## src/rtl/pong_pkg.sv

```systemverilog
// -----------------------------------------------------------------------------
// pong_pkg
//   Shared constants and types for the Pong joystick/paddle path.
//   - Screen and paddle geometry, joystick rest code and dead-zone.
//   - Paddle direction encodings and the paddle controller state enum.
//   - speed_for(): maps a joystick deflection magnitude to lines per frame.
// -----------------------------------------------------------------------------
package pong_pkg;

    localparam int SCREEN_H     = 480;
    localparam int PADDLE_H     = 80;
    localparam int CENTER       = 512;
    localparam int DEADZONE     = 64;
    localparam int MAX_SPEED    = 8;
    localparam int STALE_FRAMES = 8;

    localparam int Y_MAX   = SCREEN_H - PADDLE_H;   // lowest legal top edge
    localparam int Y_RESET = Y_MAX / 2;             // centred paddle

    localparam logic [1:0] DIR_STILL = 2'b00;
    localparam logic [1:0] DIR_DOWN  = 2'b01;
    localparam logic [1:0] DIR_UP    = 2'b10;

    typedef enum logic [1:0] {
        FILL  = 2'd0,
        RUN   = 2'd1,
        STALE = 2'd2
    } state_t;

    // One extra line per frame for every 32 codes beyond the dead-zone,
    // capped at MAX_SPEED.
    function automatic logic [3:0] speed_for(input logic [10:0] mag);
        logic [10:0] steps;
        if (mag <= 11'(DEADZONE)) begin
            return 4'd0;
        end
        steps = ((mag - 11'(DEADZONE)) >> 5) + 11'd1;
        if (steps > 11'(MAX_SPEED)) begin
            return 4'(MAX_SPEED);
        end
        return steps[3:0];
    endfunction

endpackage

```

## src/rtl/joystick_paddle_ctrl_if.sv

```systemverilog
// -----------------------------------------------------------------------------
// joystick_paddle_ctrl_if
//   Bundles the joystick sample stream, the frame strobe and the paddle outputs.
//   master : sample source / frame timing side (drives samples and frame_tick)
//   slave  : paddle controller (consumes samples, drives paddle_y/dir/stale)
// -----------------------------------------------------------------------------
interface joystick_paddle_ctrl_if;

    logic       sample_valid;  // 1-cycle strobe, sample_y is new
    logic [9:0] sample_y;      // raw joystick code, high = stick up
    logic       frame_tick;    // 1-cycle strobe per video frame
    logic [9:0] paddle_y;      // paddle top edge in screen lines
    logic [1:0] paddle_dir;    // 00 still, 01 down, 10 up
    logic       stale;         // joystick link considered dead

    modport master (
        output sample_valid, sample_y, frame_tick,
        input  paddle_y, paddle_dir, stale
    );

    modport slave (
        input  sample_valid, sample_y, frame_tick,
        output paddle_y, paddle_dir, stale
    );

endinterface

```

## src/rtl/joy_avg4.sv

```systemverilog
// -----------------------------------------------------------------------------
// joy_avg4
//   4-tap moving average of joystick samples with a running 12-bit sum.
//   Unfilled taps hold zero so the running sum is exact from the first sample.
//   Ports:
//     clk50M, rst_n  clock / async active-low reset
//     sample_valid   accept sample_y this cycle
//     sample_y       10-bit raw sample
//     restart        with sample_valid: discard history, sample_y becomes tap 0
//     avg            sum/4, reflects samples accepted up to the previous edge
//     fill_count     number of valid taps, saturates at 4
// -----------------------------------------------------------------------------
module joy_avg4 (
    input  logic       clk50M,
    input  logic       rst_n,
    input  logic       sample_valid,
    input  logic [9:0] sample_y,
    input  logic       restart,
    output logic [9:0] avg,
    output logic [2:0] fill_count
);

    logic [9:0]  taps [4];
    logic [11:0] sum_q;
    logic [2:0]  count_q;

    // NOTE: the tap storage is reset on purpose; a partially filled buffer must
    // never leak into the running sum after a reset or a refill.
    always_ff @(posedge clk50M or negedge rst_n) begin
        if (!rst_n) begin
            for (int i = 0; i < 4; i++) taps[i] <= '0;
            sum_q   <= '0;
            count_q <= '0;
        end else if (sample_valid) begin
            if (restart) begin
                taps[0] <= sample_y;
                for (int i = 1; i < 4; i++) taps[i] <= '0;
                sum_q   <= 12'(sample_y);
                count_q <= 3'd1;
            end else begin
                taps[0] <= sample_y;
                for (int i = 1; i < 4; i++) taps[i] <= taps[i-1];
                sum_q   <= sum_q + 12'(sample_y) - 12'(taps[3]);
                count_q <= (count_q == 3'd4) ? 3'd4 : count_q + 3'd1;
            end
        end
    end

    assign avg        = 10'(sum_q >> 2);
    assign fill_count = count_q;

endmodule

```

## src/rtl/joystick_paddle_ctrl.sv

```systemverilog
// -----------------------------------------------------------------------------
// joystick_paddle_ctrl
//   Turns filtered joystick samples into a clamped paddle position, updated once
//   per frame tick with a deflection-proportional speed. A link that delivers no
//   sample for STALE_FRAMES ticks freezes the paddle until samples resume and
//   the filter has refilled.
//   Ports:
//     clk50M  50 MHz system clock
//     rst_n   asynchronous active-low reset
//     bus     joystick_paddle_ctrl_if.slave (samples in, paddle state out)
// -----------------------------------------------------------------------------
module joystick_paddle_ctrl
    import pong_pkg::*;
(
    input  logic                          clk50M,
    input  logic                          rst_n,
    joystick_paddle_ctrl_if.slave         bus
);

    state_t      state_q, state_d;
    logic [3:0]  idle_q, idle_d;        // frame ticks since the last sample
    logic [9:0]  paddle_y_q, paddle_y_d;
    logic [1:0]  dir_q, dir_d;
    logic        restart;
    logic [9:0]  avg;
    logic [2:0]  fill_count;

    logic signed [10:0] offset, pos, step, target;
    logic        [10:0] mag;
    logic        [3:0]  speed;
    logic        [9:0]  move_y;
    logic        [1:0]  move_dir;

    joy_avg4 u_avg (
        .clk50M       (clk50M),
        .rst_n        (rst_n),
        .sample_valid (bus.sample_valid),
        .sample_y     (bus.sample_y),
        .restart      (restart),
        .avg          (avg),
        .fill_count   (fill_count)
    );

    // Candidate move from the current (pre-update) average.
    always_comb begin
        offset = $signed({1'b0, avg}) - $signed(11'(CENTER));
        mag    = offset[10] ? 11'(-offset) : 11'(offset);
        speed  = speed_for(mag);
        step   = $signed({7'b0, speed});
        pos    = $signed({1'b0, paddle_y_q});
        // Stick pushed up (positive offset) moves the paddle towards line 0.
        target = (offset > 11'sd0) ? pos - step : pos + step;
        if (target < 11'sd0)                         move_y = '0;
        else if (target > $signed(11'(Y_MAX)))       move_y = 10'(Y_MAX);
        else                                         move_y = target[9:0];
        if (move_y == paddle_y_q)                    move_dir = DIR_STILL;
        else if (offset > 11'sd0)                    move_dir = DIR_UP;
        else                                         move_dir = DIR_DOWN;
    end

    // NOTE: every signal driven here gets a default first, so no path can
    // leave one unassigned and infer a latch.
    always_comb begin
        state_d    = state_q;
        idle_d     = idle_q;
        paddle_y_d = paddle_y_q;
        dir_d      = dir_q;
        restart    = 1'b0;
        unique case (state_q)
            FILL: begin
                idle_d = '0;
                if (bus.frame_tick) dir_d = DIR_STILL;
                if (bus.sample_valid && fill_count >= 3'd3) state_d = RUN;
            end
            RUN: begin
                if (bus.sample_valid)    idle_d = '0;
                else if (bus.frame_tick) idle_d = idle_q + 4'd1;
                if (bus.frame_tick) begin
                    // The tick that completes the silent interval freezes instead of moving.
                    if (!bus.sample_valid && idle_q == 4'(STALE_FRAMES - 1)) begin
                        state_d = STALE;
                        dir_d   = DIR_STILL;
                    end else begin
                        paddle_y_d = move_y;
                        dir_d      = move_dir;
                    end
                end
            end
            STALE: begin
                idle_d = '0;
                if (bus.frame_tick) dir_d = DIR_STILL;
                if (bus.sample_valid) begin
                    state_d = FILL;
                    restart = 1'b1;
                end
            end
            default: begin
                state_d = FILL;
                idle_d  = '0;
            end
        endcase
    end

    // NOTE: state registers use non-blocking assignments so every flop samples
    // the pre-edge values, independent of block ordering.
    always_ff @(posedge clk50M or negedge rst_n) begin
        if (!rst_n) begin
            state_q    <= FILL;
            idle_q     <= '0;
            paddle_y_q <= 10'(Y_RESET);
            dir_q      <= DIR_STILL;
        end else begin
            state_q    <= state_d;
            idle_q     <= idle_d;
            paddle_y_q <= paddle_y_d;
            dir_q      <= dir_d;
        end
    end

    assign bus.paddle_y   = paddle_y_q;
    assign bus.paddle_dir = dir_q;
    assign bus.stale      = (state_q == STALE);

endmodule
```

## src/flat_wrapper.sv

```systemverilog
// flat-port wrapper written by rule: the top's interface ports become plain ports
module joystick_paddle_ctrl_flat import pong_pkg::*;
  (clk50M, rst_n, bus_sample_valid, bus_sample_y, bus_frame_tick, bus_paddle_y, bus_paddle_dir, bus_stale);
  joystick_paddle_ctrl_if bus_i ();
  input  logic clk50M;
  input  logic rst_n;
  input wire logic [$bits(bus_i.sample_valid)-1:0] bus_sample_valid;
  input wire logic [$bits(bus_i.sample_y)-1:0] bus_sample_y;
  input wire logic [$bits(bus_i.frame_tick)-1:0] bus_frame_tick;
  output wire logic [$bits(bus_i.paddle_y)-1:0] bus_paddle_y;
  output wire logic [$bits(bus_i.paddle_dir)-1:0] bus_paddle_dir;
  output wire logic [$bits(bus_i.stale)-1:0] bus_stale;
  assign bus_i.sample_valid = bus_sample_valid;
  assign bus_i.sample_y = bus_sample_y;
  assign bus_i.frame_tick = bus_frame_tick;
  assign bus_paddle_y = bus_i.paddle_y;
  assign bus_paddle_dir = bus_i.paddle_dir;
  assign bus_stale = bus_i.stale;
  joystick_paddle_ctrl u_core (.clk50M(clk50M), .rst_n(rst_n), .bus(bus_i));
endmodule
```

## config.mk

```make
export PLATFORM = sky130hd
export DESIGN_NAME = joystick_paddle_ctrl_flat
export DESIGN_NICKNAME = d
export VERILOG_FILES = /design/src/rtl/pong_pkg.sv /design/src/rtl/joystick_paddle_ctrl_if.sv /design/src/rtl/joy_avg4.sv /design/src/rtl/joystick_paddle_ctrl.sv /design/src/flat_wrapper.sv
export SDC_FILE = /design/constraint.sdc
export NUM_CORES = 1
export LEC_CHECK = 0
export CAP_MARGIN = 20
export CORE_ASPECT_RATIO = 0.9
export CORE_MARGIN = 2
export CORE_UTILIZATION = 60
export CTS_BUF_LIST = sky130_fd_sc_hd__clkbuf_4 sky130_fd_sc_hd__clkbuf_8
export CTS_CLUSTER_SIZE = 10
export DETAILED_ROUTE_END_ITERATION = 12
export GPL_TIMING_DRIVEN = 0
export HOLD_SLACK_MARGIN = 0.12
export PLACE_DENSITY = 0.78
export SLEW_MARGIN = 20
export SYNTH_ARGS = -nofsm -noshare
export SYNTH_HDL_FRONTEND = slang
export SYNTH_SLANG_ARGS = --single-unit
```

## constraint.sdc

```tcl
create_clock -name clk50M -period 5.6 [get_ports clk50M]
set_input_delay 1.4 -clock clk50M [delete_from_list [all_inputs] [get_ports clk50M]]
set_output_delay 1.4 -clock clk50M [all_outputs]
set_load 0.01 [all_outputs]
```

# Word level (Yosys, flattened, before mapping)
# Cells that the tools add are included.
[word_totals]
inputBits = 14
out_inout_bits = 13
ff_bits = 73
[classes]
reduce_logical = 9
eq_ne = 11
addsub = 10
order_cmp = 6
n_bitwise = 1
n_mux = 31
[ops]
columns = ["cell", "count"]
rows = [
  ["2-to-1 mux 30 bit", 1],
  ["2-to-1 mux 4 bit", 7],
  ["2-to-1 mux 11 bit", 2],
  ["2-to-1 mux 10 bit", 2],
  ["2-to-1 mux 2 bit", 9],
  ["adder 12 x 10 -> 12 bit", 1],
  ["2-to-1 mux 12 bit", 1],
  ["subtractor 12 x 10 -> 12 bit", 1],
  ["adder 10 x 4 -> 11 bit", 1],
  ["> comparator 11 x 1 -> 1 bit (second input constant)", 1],
  ["> comparator 11 x 10 -> 1 bit (second input constant)", 1],
  ["> comparator 11 x 4 -> 1 bit (second input constant)", 1],
  ["less-or-equal comparator 11 x 7 -> 1 bit (second input constant)", 1],
  ["less-than comparator 11 x 1 -> 1 bit (second input constant)", 1],
  ["negator 11 bit", 1],
  ["subtractor 10 x 10 -> 11 bit (second input constant)", 1],
  ["subtractor 10 x 4 -> 11 bit", 1],
  ["subtractor 11 x 7 -> 11 bit (second input constant)", 1],
  ["equality test 10 bit", 1],
  ["adder 6 x 1 -> 7 bit (second input constant)", 1],
  ["2-to-1 mux 3 bit", 2],
  ["!= test 2 x 1 -> 1 bit (second input constant)", 3],
  ["case mux 2 bit (3 select lines)", 1],
  ["AND reduction 3 bit", 2],
  ["18 further kinds", 24],
]

# Depth between registers and ports, before layout
[logic_depth]
word_depth = 20
mapped_depth = 25

# Hierarchy
# A second synthesis with hierarchy kept.
[hier_totals]
hier_cells = 579
area_unflattened_um2 = 5173.7
[by_module_without_submodules]
columns = ["module", "area_each_um2", "seq_area_each_um2", "instances", "cells_each"]
rows = [
  ["joy_avg4", 3220.6, 1376.3, 1, 339],
  ["joystick_paddle_ctrl", 1953.1, 454.2, 1, 240],
]

# Worst setup path after synthesis
# OpenSTA, ideal clock, no wires.
[synth_timing]
kind = "register to register"
from = "register u_core.u_avg.sum_q[4]"
to = "register u_core.dir_q[1] (netlist: u_core.bus.paddle_dir[1])"
stages_incl_launch_ff = 24
t_arrival_ns = 4.882
setup_slack_ns = 0.589
synth_period_minus_slack_ns = 5.011
required_time_ns = 5.471
path_cell_list = "dfrtp_1 > nor3_4 > a31oi_1 > xnor2_2 > ha_1 > a21oi_1 > xnor2_1 > nor3_1 > nand2_1 > ha_1 > nand2_1 > o21ai_0 > fa_1 > a21oi_1 > o221ai_1 > a31oi_1 > and4bb_2 > o31a_1 > a22o_1 > o21bai_2 > or2_1 > a221o_1 > o41ai_2 > o21ai_1"
[synth_between]
elab_chain_len = 20
elab_cells_between_ends = 27
classes_between = "6 x add/sub; 5 x order compare; 1 x eq/ne; 15 x mux"
[synth_lines]
columns = ["element", "line_no", "rtl"]
rows = [
  ["start: declaration", "joy_avg4.sv:24", "logic [11:0] sum_q;"],
  ["start signal: assignment", "joy_avg4.sv:38", "sum_q <= 12'(sample_y);"],
  ["start signal: assignment", "joy_avg4.sv:43", "sum_q <= sum_q + 12'(sample_y) - 12'(taps[3]);"],
  ["subtractor 10 x 10 -> 11 bit (*)", "joystick_paddle_ctrl.sv:46", "offset = $signed({1'b0, avg}) - $signed(11'(CENTER));"],
  ["negator 11 bit", "joystick_paddle_ctrl.sv:47", "mag = offset[10] ? 11'(-offset) : 11'(offset);"],
  ["2-to-1 mux 11 bit", "joystick_paddle_ctrl.sv:47", ""],
  ["subtractor 11 x 7 -> 11 bit", "pong_pkg.sv:37", "steps = ((mag - 11'(DEADZONE)) >> 5) + 11'd1;"],
  ["adder 6 x 1 -> 7 bit", "pong_pkg.sv:37", ""],
  ["> comparator 11 x 4 -> 1 bit", "pong_pkg.sv:38", "if (steps > 11'(MAX_SPEED)) begin"],
  ["2-to-1 mux 1 bit", "pong_pkg.sv:38", ""],
  ["2-to-1 mux 1 bit", "pong_pkg.sv:37", ""],
  ["(+4 left out)", "--", ""],
  ["> comparator 11 x 10 -> 1 bit", "joystick_paddle_ctrl.sv:54", "else if (target > $signed(11'(Y_MAX))) move_y = 10'(Y_MAX);"],
  ["2-to-1 mux 10 bit", "joystick_paddle_ctrl.sv:54", ""],
  ["2-to-1 mux 10 bit", "joystick_paddle_ctrl.sv:53", "if (target < 11'sd0) move_y = '0;"],
  ["equality test 10 bit", "joystick_paddle_ctrl.sv:56", "if (move_y == paddle_y_q) move_dir = DIR_STILL;"],
  ["2-to-1 mux 2 bit (*)", "joystick_paddle_ctrl.sv:56", ""],
  ["2-to-1 mux 2 bit (*)", "joystick_paddle_ctrl.sv:80", "if (!bus.sample_valid && idle_q == 4'(STALE_FRAMES - 1)) begin"],
  ["2-to-1 mux 2 bit (*)", "joystick_paddle_ctrl.sv:78", "if (bus.frame_tick) begin"],
  ["case mux 2 bit (2 select lines) (*)", "joystick_paddle_ctrl.sv:69", "unique case (state_q)"],
  ["end signal: assignment", "joystick_paddle_ctrl.sv:116", "dir_q <= dir_d;"],
  ["end: declaration", "joystick_paddle_ctrl.sv:23", "logic [1:0] dir_q, dir_d;"],
]
# Every way passes the cells marked *; elsewhere a longest branch is shown, timed or not. The select of a mux whose other input is x is not followed.
# A chain may end at the register's enable or synchronous reset.

# Worst setup path after layout
[layout_timing]
from = "register u_core.u_avg.sum_q[6]"
to = "register u_core.dir_q[0] (netlist: u_core.bus.paddle_dir[0])"
# The elaborated chain is that of the path after synthesis.

==> flow_summary.html <==
<table>
<tr><th>Metric</th><th>Value</th></tr>
<tr><th colspan="2">STA</th></tr>
<tr><td>Setup TNS Final</td><td>-21.57 ps</td></tr>
<tr><td>Worst setup margin</td><td>-21.57 ps</td></tr>
<tr><td>Hold violation total from the final report</td><td>0</td></tr>
<tr><td>Number of max-slew violations in the final report</td><td>0</td></tr>
<tr><td>Minimum clock period</td><td>5622 ps</td></tr>
<tr><td>F_max</td><td>0.1779 GHz</td></tr>
<tr><td>Unrepaired setup endpoints after global routing</td><td>yes</td></tr>
<tr><td>Part of the cycle the worst path needs</td><td>100.4%</td></tr>
<tr><td>Worst max-slew margin expressed relative to the limit</td><td>60.92%</td></tr>
<tr><td>Clock skew after layout</td><td>approximately 4.3 ps</td></tr>
<tr><td>Hold Worst Slack</td><td>490.8 ps</td></tr>
<tr><td>Slew @ Worst Pin</td><td>580.1 ps</td></tr>
<tr><td>Number of setup violations in the final report</td><td>1</td></tr>
<tr><th colspan="2">Synthesis</th></tr>
<tr><td>Syn Std Cell Area</td><td>between 4000 and 5000 µm²</td></tr>
<tr><td>Number of nets produced by synthesis</td><td>~590</td></tr>
<tr><td>Netlist cell types</td><td>just over 60</td></tr>
<tr><td>Ys Warns</td><td>0</td></tr>
<tr><td>Ys flop type</td><td>dfrtp_1</td></tr>
<tr><td>Seq/Total Area, Yosys</td><td>37.73%</td></tr>
<tr><td>Post-Syn Instances</td><td>about 540</td></tr>
<tr><td>EDFF count, synth</td><td>0</td></tr>
<tr><td>Register bit count reported by yosys</td><td>73</td></tr>
<tr><td>Post-synthesis area per instance</td><td>9.053 µm²</td></tr>
<tr><td>FFs w/ async S/R, synth</td><td>100.0%</td></tr>
<tr><th colspan="2">Worst hold path</th></tr>
<tr><td>Sink of the worst hold path</td><td>u_core.state_q[0]</td></tr>
<tr><td>Worst hold path depth</td><td>1</td></tr>
<tr><td>Worst Hold Launch</td><td>u_core.state_q[1]</td></tr>
<tr><td>Class of the most critical hold timing path</td><td>reg -&gt; reg</td></tr>
<tr><th colspan="2">Setup path</th></tr>
<tr><td>Setup slack of the most critical reg-to-reg path</td><td>-20 ps</td></tr>
<tr><td>Critical R2R Launch</td><td>u_core.u_avg.sum_q[6]</td></tr>
<tr><td>Endpoint arrival time on the critical path</td><td>~5900 ps</td></tr>
<tr><td>CP required</td><td>around 5800 ps</td></tr>
<tr><td>Crit Path Class</td><td>reg -&gt; reg</td></tr>
<tr><td>Reg-to-reg critical path endpoint</td><td>u_core.bus.paddle_dir[0]</td></tr>
<tr><td>Worst-path maximum fanout</td><td>5</td></tr>
<tr><td>Kind of capture point of the worst setup path</td><td>flop</td></tr>
<tr><td>Number of cells on the worst reg-to-reg path</td><td>24</td></tr>
<tr><td>Nature of the critical path startpoint</td><td>flop</td></tr>
<tr><th colspan="2">Layout</th></tr>
<tr><td>Layout filler cell count</td><td>approximately 540</td></tr>
<tr><td>P&amp;R area growth vs syn</td><td>19.52%</td></tr>
<tr><td>Fraction of layout instances using a drive strength above 1</td><td>between 10% and 20%</td></tr>
<tr><td>Final Cell Area</td><td>between 5000 and 6000 µm²</td></tr>
<tr><td>Most frequent cells in the layout</td><td>nand2_1, dfrtp_1, inv_1</td></tr>
<tr><td>Area taken by multi-input logic gates</td><td>2943 µm²</td></tr>
<tr><td>Final antenna diode count</td><td>0</td></tr>
<tr><td>Area taken by flip-flops and latches</td><td>about 1800 µm²</td></tr>
<tr><td>Most common cell after layout, fill and taps aside</td><td>nand2_1</td></tr>
<tr><td>Final Net Count</td><td>639</td></tr>
<tr><td>Layout Utilization</td><td>72.93%</td></tr>
<tr><th colspan="2">Route</th></tr>
<tr><td>Residual antenna-violating net count after detailed routing</td><td>0</td></tr>
<tr><td>Wire per inst</td><td>about 17 µm</td></tr>
<tr><td>Metal2 WL</td><td>5504 µm</td></tr>
<tr><td>Wire length reported by the detailed router</td><td>~12000 µm</td></tr>
<tr><td>Met3 WL</td><td>617 µm</td></tr>
<tr><td>Number of search-and-repair iterations in the first detailed-routing pass</td><td>4</td></tr>
<tr><td>Top routing layer used</td><td>met4</td></tr>
<tr><td>Via-per-instance ratio</td><td>6.017</td></tr>
<tr><td>Drt drc</td><td>0</td></tr>
<tr><td>Post-route met1 wirelength</td><td>5535 µm</td></tr>
<tr><td>Starting DRC count in detailed routing</td><td>259</td></tr>
<tr><td>Routed vias</td><td>4128</td></tr>
<tr><th colspan="2">Floorplan</th></tr>
<tr><td>Std cell rows</td><td>31</td></tr>
<tr><td>Height of the die</td><td>89.31 µm</td></tr>
<tr><td>Core area</td><td>7951 µm²</td></tr>
<tr><td>DIE WIDTH</td><td>a little under 100 µm</td></tr>
<tr><td>Initial Util</td><td>61.02%</td></tr>
<tr><td>Top-Level Pins</td><td>27</td></tr>
<tr><td>Die area</td><td>8823 µm²</td></tr>
<tr><th colspan="2">Clock tree</th></tr>
<tr><td># hold bufs at CTS</td><td>0</td></tr>
<tr><td>H-Tree Level Count</td><td>3</td></tr>
<tr><td>TritonCTS Buffers</td><td>9</td></tr>
<tr><td>Clock tree from TritonCTS</td><td>yes</td></tr>
<tr><td>Root cell of the clock tree</td><td>clkbuf_8</td></tr>
<tr><td>Bufs on Longest Clock Path</td><td>2</td></tr>
<tr><td>Sink Count</td><td>between 70 and 80</td></tr>
<tr><td>Clock latency on the worst-skew pair</td><td>350 ps</td></tr>
<tr><td>Clock transition time at the flip-flop clock pins of the worst setup and hold paths</td><td>80 ps</td></tr>
<tr><th colspan="2">Global routing</th></tr>
<tr><td>Maximum number of pins on one net before global-route repair</td><td>about 50</td></tr>
<tr><td>First-pass GRT wire length</td><td>~18000 µm</td></tr>
<tr><td>Congestion Overflow GR</td><td>0</td></tr>
<tr><td>Antenna violations before repair</td><td>0</td></tr>
<tr><td>Number of global-route vias before repair</td><td>about 3800</td></tr>
<tr><td>Global routing usage summed across all routing layers</td><td>a little over a quarter</td></tr>
<tr><th colspan="2">Placed design</th></tr>
<tr><td>IO Port Bufs</td><td>24</td></tr>
<tr><td>Sum of net half-perimeters after detailed placement</td><td>just over 8000 µm</td></tr>
<tr><td>Post-detailed-placement cell area</td><td>around 5200 µm²</td></tr>
<tr><td>Final RePlAce weighted congestion</td><td>0.9618</td></tr>
<tr><th colspan="2">Outcome</th></tr>
<tr><td>Result of the run</td><td>finished, violations left</td></tr>
<tr><td>Failing checks</td><td>negative setup slack</td></tr>
<tr><th colspan="2">Flow run</th></tr>
<tr><td>Number of maximum-capacitance constraint violations</td><td>0</td></tr>
</table>
## cell usage after synthesis (all sizes together), types with 2 or more instances
library cell	n	share of area [%]
a211oi	4	0.72
a21boi	2	0.31
a21o	5	0.77
a21oi	29	3.0
a22o	2	0.36
a31oi	8	1.0
and2	2	0.26
and3	2	0.26
buf	4	0.36
clkbuf	16	1.2
clkinv	2	0.15
dfrtp	70	36
dfstp	3	1.6
fa	11	4.5
ha	31	8.0
inv	59	4.6
mux2	11	2.6
nand2	72	5.6
nand2b	4	0.52
nand3	6	0.62
nand4	3	0.39
nor2	40	3.1
nor2b	5	0.64
nor3	12	1.7
nor3b	2	0.31
nor4bb	2	0.41
o211ai	4	0.62
o21ai	31	3.2
o21bai	3	0.54
o221ai	2	0.36
o22ai	2	0.26
o2bb2ai	30	5.4
o31a	2	0.36
o31ai	7	1.1
o32a	2	0.41
o41ai	2	0.52
or3	2	0.26
xnor2	20	3.8
xor2	6	1.1
## through the flow
stage | std cells | setup WS, ps
after floorplan | 536 | 589.3
final | 686 | -21.57
after CTS | 677 | 25.63
after global placement | 659 | -60.83
after global routing | 686 | -270.7
after detailed placement | 660 | -213.9
## worst max-delay path by stage
stage / start / endpoint / slack, ps / cells past startpoint
finish: u_core.u_avg.sum_q[6] / u_core.bus.paddle_dir[0] / -20 / 24
global route: u_core.u_avg.sum_q[6] / u_core.bus.paddle_dir[0] / -270 / 24
CTS: u_core.u_avg.sum_q[5] / u_core.bus.paddle_dir[0] / 30 / 24
detailed placement: u_core.u_avg.sum_q[6] / u_core.bus.paddle_dir[0] / -210 / 23
global placement: u_core.u_avg.sum_q[6] / u_core.bus.paddle_dir[1] / -60 / 23
floorplan: u_core.u_avg.sum_q[4] / u_core.bus.paddle_dir[1] / 590 / 23
## cell type report
cell class / instances / share of cell area (%)
flip-flops and latches: 73 / 31.59
clock buffers: 9 / 2.136
well taps: 99 / 2.136
inverters: 61 / 3.948
plain buffers: 20 / 1.446
repair buffers: 36 / 5.998
multi-input cells: 382 / 50.74
clock inverters: 6 / 2.006
## sequential cells by signal, indices dropped and copies added (netlist names)
register / flops
u_core.idle_q: 4
u_core.bus.paddle_y: 10
u_core.bus.paddle_dir: 2
u_core.u_avg.taps: 40
u_core.u_avg.fill_count: 3
u_core.u_avg.sum_q: 12
u_core.state_q: 2
## critical path, stage by stage (launching register included)
cell and delay (ps):
dfrtp_2 440, nor3_4 270, a31oi_1 150, xnor2_1 150, ha_1 330, inv_2 80
o211ai_1 140, a2111oi_2 400, nor2_1 110, o31a_1 200, ha_1 300, nor2_1 120
a21oi_2 70, ha_1 360, nand3_2 120, o221ai_4 290, a31oi_4 140, and4bb_2 250
o31a_1 110, a22o_2 260, o21bai_2 200, o21ai_1 110, a221o_1 380, o41ai_2 390
o21ai_1 120
## logic make-up (layout without fill, tap and decap cells)
group | count (synthesis) | after routing | synth area share [%]
simple gates | 157 | 157 | 14.88
compound gates | 145 | 145 | 20.94
buf+inv | 81 | 132 | 6.318
flops | 73 | 73 | 37.73
fa+ha+maj | 42 | 42 | 12.53
xor+xnor | 26 | 26 | 4.848
mux | 12 | 12 | 2.759
## per-layer routing
metal | up-vias | track usage (%)
met5 | - | 0
met4 | 0 | 6.600
met3 | 16 | 5.160
met2 | 104 | 42.69
met1 | 2038 | 38.03
li1 | 1970 | -
## what timing repair did
item	4_1_cts	5_1_grt
gates resized for setup	11	39
pin swaps	2	26
setup endpoints to repair	2	2
buffers inserted	2	9
Power is left out: the tool's default activity adds up to more than one toggle a clock period on the data nets, which glitch-free logic cannot reach.
==> RTL edit 1: new RTL, same flow settings <==
Re-encode `state_t` (3 states) as one-hot, 3 bits wide.
--- a/src/rtl/pong_pkg.sv
+++ b/src/rtl/pong_pkg.sv
@@ -23,6 +23,6 @@
 
-    typedef enum logic [1:0] {
-        FILL  = 2'd0,
-        RUN   = 2'd1,
-        STALE = 2'd2
+    typedef enum logic [2:0] {
+        FILL  = 3'b001,
+        RUN   = 3'b010,
+        STALE = 3'b100
     } state_t;
Function: no difference found for any inputs over 4 cycles, from zero or initial values and one cycle with rst_n low; so few cycles prove little.
==> RTL edit 1 against the original RTL <==
  * The flow still finishes with violations (setup timing)
  * Wire length up 13%
  * Sequential cell count up 1
  * Worst setup slack worse by 0.071 ns
  * Clock skew up 0.0067 ns
  * Final area up 8.4%
  * Synthesized area up 7.3%
  * First-iteration DRC count down 2.3%
Power is left out: the tool's default activity adds up to more than one toggle a clock period on the data nets, which glitch-free logic cannot reach.
==> RTL edit 1: results (changes against the original RTL) <==
run_status:
  status: "finished, violations left"  # unchanged
  violations: "setup timing"  # unchanged
routing:
  route.met3.wl_um: 717  # was 617 um
  wirelength_met1_um: 6000  # was 5540 um
  wl_per_cell_um: 16.8  # was 17.2 um
  vias_per_cell: 5.92  # was 6.02
  first_pass_iters: 5  # was 4
synthesis:
  ys_seq_area_share_pct: 35.7  # was 37.7%
  syn-num-nets: 666  # was 592
  synth_area_leaders: "dfrtp_1, ha_1, inv_1"  # was dfrtp_1, ha_1, nand2_1
sta:
  maxSlewHeadroom_pct: 40.2  # was 60.9%
  setup_viol: 2  # was 1
  setup_ws_ns: -0.0928  # was -0.0216 ns
worst_setup_path:
  reg2regPathDepth: 27  # was 24
cells_and_area:
  drive_above_1_share_pct: 14.7  # was 15.0%
  n_all_buffers: 69  # was 56
  multi_input_area_um2: 3200  # was 2940 um^2
  nFillCells: 644  # was 535
  multi_input_cells: 421  # was 382
  bufAreaShareNonClock_pct: 8.34  # was 7.44%
cts:
  cts_resized: 30  # was 11
  cts_sinks: 74  # was 73
  cts_setup_buffers: 12  # was 2
grt:
  globalRouteTotalUtil_pct: 29.1  # was 26.7%
  grt_pass1_vias: 4470  # was 3755
  use_met3_pct: 3.25  # was 5.16%
  grt_start_max_net_pins: 58  # was 51
place:
  place_ws_ns: -0.803  # was -0.214 ns
  place.gp.congestion: 0.874  # was 0.962
==> RTL edit 1: cell types whose count changed after synthesis, sizes merged, moves of 5 or more <==
cell	unedited run	this run
a211o	0	5
inv	59	92
nand2	72	42
nand3	6	40
o21ai	31	68
o2bb2ai	30	0
==> RTL edit 1: how the worst min path moves through the flow <==
stage | startpoint | endpoint | slack [ns] | depth (start not counted)
detailed placement | u_core.u_avg.taps[23] | u_core.u_avg.taps[13] | 0.50 | 2
finish | u_core.u_avg.taps[15] | u_core.u_avg.taps[5] | 0.52 | 2
global placement | u_core.u_avg.taps[32] | u_core.u_avg.taps[22] | 0.49 | 2
CTS | u_core.u_avg.taps[29] | u_core.u_avg.taps[19] | 0.51 | 2
global route | u_core.u_avg.taps[34] | u_core.u_avg.taps[34] | 0.54 | 1
floorplan | u_core.u_avg.taps[30] | u_core.u_avg.taps[20] | 0.47 | 2
==> RTL edit 1: cell families after synthesis <==
group	after synthesis	synth area share [%]
XOR/XNOR	26	4.37
AO/OA/AOI/OAI	160	19.7
multiplexers	15	3.22
AND/OR/NAND/NOR	177	16.8
adder cells (fa/ha/maj)	43	11.9
flip-flops	74	35.7
buffers and inverters	115	8.46
==> RTL edit 1: through the flow <==
| stage | TNS (ns) | utilization [%] | instance area [um^2] | cells |
|---|---|---|---|---|
| final | -0.157 | 74.0 | 6280 | 791 |
| after global routing | -0.824 | 74.0 | 6280 | 791 |
| after CTS | -0.0684 | 71.8 | 6100 | 783 |
| after detailed placement | -3.23 | 66.7 | 5660 | 755 |
| after global placement | -2.52 | 66.4 | 5640 | 754 |
| after floorplan | 0 | - | 5240 | 610 |
==> RTL edit 1: worst min-delay path: stages (launching register included) <==
cell	delay (ns)
dfrtp_1	0.36
nand3_1	0.07
o21ai_0	0.07
==> RTL edit 2: new RTL, same settings <==
Without the edit above. Change the package constant `MAX_SPEED` from 8 to 6.
--- a/src/rtl/pong_pkg.sv
+++ b/src/rtl/pong_pkg.sv
@@ -13,3 +13,3 @@
     localparam int DEADZONE     = 64;
-    localparam int MAX_SPEED    = 8;
+    localparam int MAX_SPEED    = 6;
     localparam int STALE_FRAMES = 8;
Function: changed (a bounded check fails within 10 cycles, from zero or initial values and one cycle with rst_n low).
==> RTL edit 2 against the original RTL <==
  * The flow still finishes with violations (setup timing)
  * Final area increased by 9.8%
  * Synthesized area grew 6.5%
  * Hold slack worse by 0.0015 ns
  * Critical path type unchanged
  * Worst setup slack worse by 0.44 ns
  * Sequential cell count stayed put
  * Wire length up 13%
Power is left out: the tool's default activity adds up to more than one toggle a clock period on the data nets, which glitch-free logic cannot reach.
==> RTL edit 2: results (changes against the original RTL) <==
run_status:
  status: "finished, violations left"  # unchanged
  violations: "setup timing"  # unchanged
cts:
  root_buffer: "clkbuf_8"  # unchanged
  path_clk_slew_ns: 0.08  # about the same
  htreeDepth: 3  # unchanged
  cts_buffers: 9  # unchanged
  cts_max_path_buffers: 2  # unchanged
  clkLatencyLatePin_ns: 0.36
worst_setup_path:
  crit_fanout: 4  # was 5
  worstPathArrival_ns: 6.26  # was 5.85 ns
cells_and_area:
  finalNetCount: 686  # was 639
  diodes: 0  # unchanged
  drive_above_1_share_pct: 22.6  # was 15.0%
  max_flop_register: "u_core.u_avg.taps"  # unchanged
  largest_reg_flops: 40  # unchanged
routing:
  wl_per_cell_um: 17.7  # was 17.2 um
  drt_iter0_drc: 368  # was 259
  first_pass_iters: 5  # was 4
  vias_per_cell: 6.10  # was 6.02
synthesis:
  synthFlopType: "dfrtp_1"  # unchanged
  syn-num-nets: 622  # was 592
  ys_warn_count: 0  # unchanged
  synthArstFlopShare_pct: 100  # unchanged
  ys_types: 74  # was 62
  synth_area_leaders: "dfrtp_1, ha_1, o2bb2ai_1"  # was dfrtp_1, ha_1, nand2_1
  synthTopCellsByCount: "dfrtp_1, nand2_1, inv_1"  # was nand2_1, dfrtp_1, inv_1
  ys_seq_area_share_pct: 35.4  # was 37.7%
hold_path:
  hold_path.class: "reg -> reg"  # unchanged
sta:
  clock_skew_ns: 0.0117  # was 0.00431 ns
  finalSetupTns_ns: -1.37  # was -0.0216 ns
  setup_viol: 7  # was 1
  worst_pin_slew_ns: 0.893  # was 0.580 ns
  setup_ws_ns: -0.463  # was -0.0216 ns
grt:
  grt_start_max_net_pins: 45  # was 51
  grt_pass1_vias: 4618  # was 3755
  globalRouteTotalUtil_pct: 30.3  # was 26.7%
  grt_antenna_before_repair: 0  # unchanged
  grt_pass1_wl_um: 22400  # was 18400 um
place:
  place_hpwl_um: 9420  # was 8320 um
  placed_cell_area_um2: 5680  # was 5240 um^2
  place.gp.congestion: 0.892  # was 0.962
  port_buffers: 24  # unchanged
## RTL edit 2: cell types whose count changed after synthesis, moves of 4 or more
cell,delta
xnor2_1,-4
o31ai_1,+8
nand2_1,-5
inv_1,+5
## RTL edit 2: critical path, cell delays in order, from the launching register on
cell      delay (ns)
dfrtp_2         0.43
nor4_4          0.31
buf_6           0.15
a41oi_2         0.09
xnor2_1         0.15
inv_1           0.10
ha_4            0.18
and3b_1         0.17
mux2i_1         0.21
nand2_1         0.14
o21ai_2         0.17
o311ai_4        0.12
or4b_4          0.55
ha_4            0.23
nand2_2         0.05
o21ai_2         0.09
fa_2            0.42
a211oi_4        0.39
o21ai_2         0.11
and3_4          0.19
o221a_4         0.27
o31ai_4         0.26
buf_4           0.16
nor2_1          0.03
o31ai_1         0.22
nand4b_1        0.20
nor4_4          0.38
o31ai_2         0.10
## RTL edit 2: layout make-up
| cell class | instances | area (um^2) |
|---|---|---|
| multi-input combinational | 400 | 3340 |
| fill | 600 | 2120 |
| sequential | 73 | 1840 |
| tap | 119 | 149 |
| timing repair buffer | 53 | 468 |
| inverter | 67 | 256 |
| clock buffer | 10 | 138 |
| buffer | 24 | 114 |
| clock inverter | 6 | 67.6 |
## RTL edit 2: final timing paths
kind                       slack (ns)                       end                   from  cells after the start
max                             -0.46  u_core.bus.paddle_dir[0]  u_core.u_avg.sum_q[5]                     27
min                              0.49     u_core.u_avg.taps[17]  u_core.u_avg.taps[17]                      1
max reg2reg                     -0.46  u_core.bus.paddle_dir[0]  u_core.u_avg.sum_q[5]                     27
min reg2reg                      0.49     u_core.u_avg.taps[17]  u_core.u_avg.taps[17]                      1
max in group asynchronous        4.01    u_core.bus.paddle_y[6]                  rst_n                      2
min in group asynchronous        0.96     u_core.u_avg.taps[20]                  rst_n                      1
## RTL edit 2: routing by layer
metal | up-vias | part of all wire, % | GRT usage, %
met2 | 155 | 47 | 48.3
met1 | 2284 | 45 | 43.8
met4 | 0 | 1.8 | 7.78
met5 | - | 0 | 0
li1 | 2115 | - | -
met3 | 33 | 5.5 | 4.04
## RTL edit 2: logic make-up after synthesis
logic type	after synthesis	share of synthesized area, %
muxes	14	2.95
AOI/OAI and AO/OA	153	22.2
other	1	0.0726
DFF	73	35.4
buffers and inverters	91	6.83
xor gates and xnor gates	24	4.36
and+or+nand+nor	164	15.9
adders and majority gates	44	12.2
## RTL edit 2: timing repair
item                                    in CTS  in global routing
gates resized for setup                     28                 27
buffers inserted                            22                  6
pin swaps                                   21                 14
endpoints found under the setup margin      11                 11
## RTL edit 2: stage by stage
| stage | instances | worst slack, ns |
|---|---|---|
| final | 752 | -0.463 |
| after global routing | 752 | -0.799 |
| after CTS | 746 | -0.340 |
| after detailed placement | 708 | -0.841 |
| after global placement | 707 | -0.734 |
| after floorplan | 564 | -0.156 |
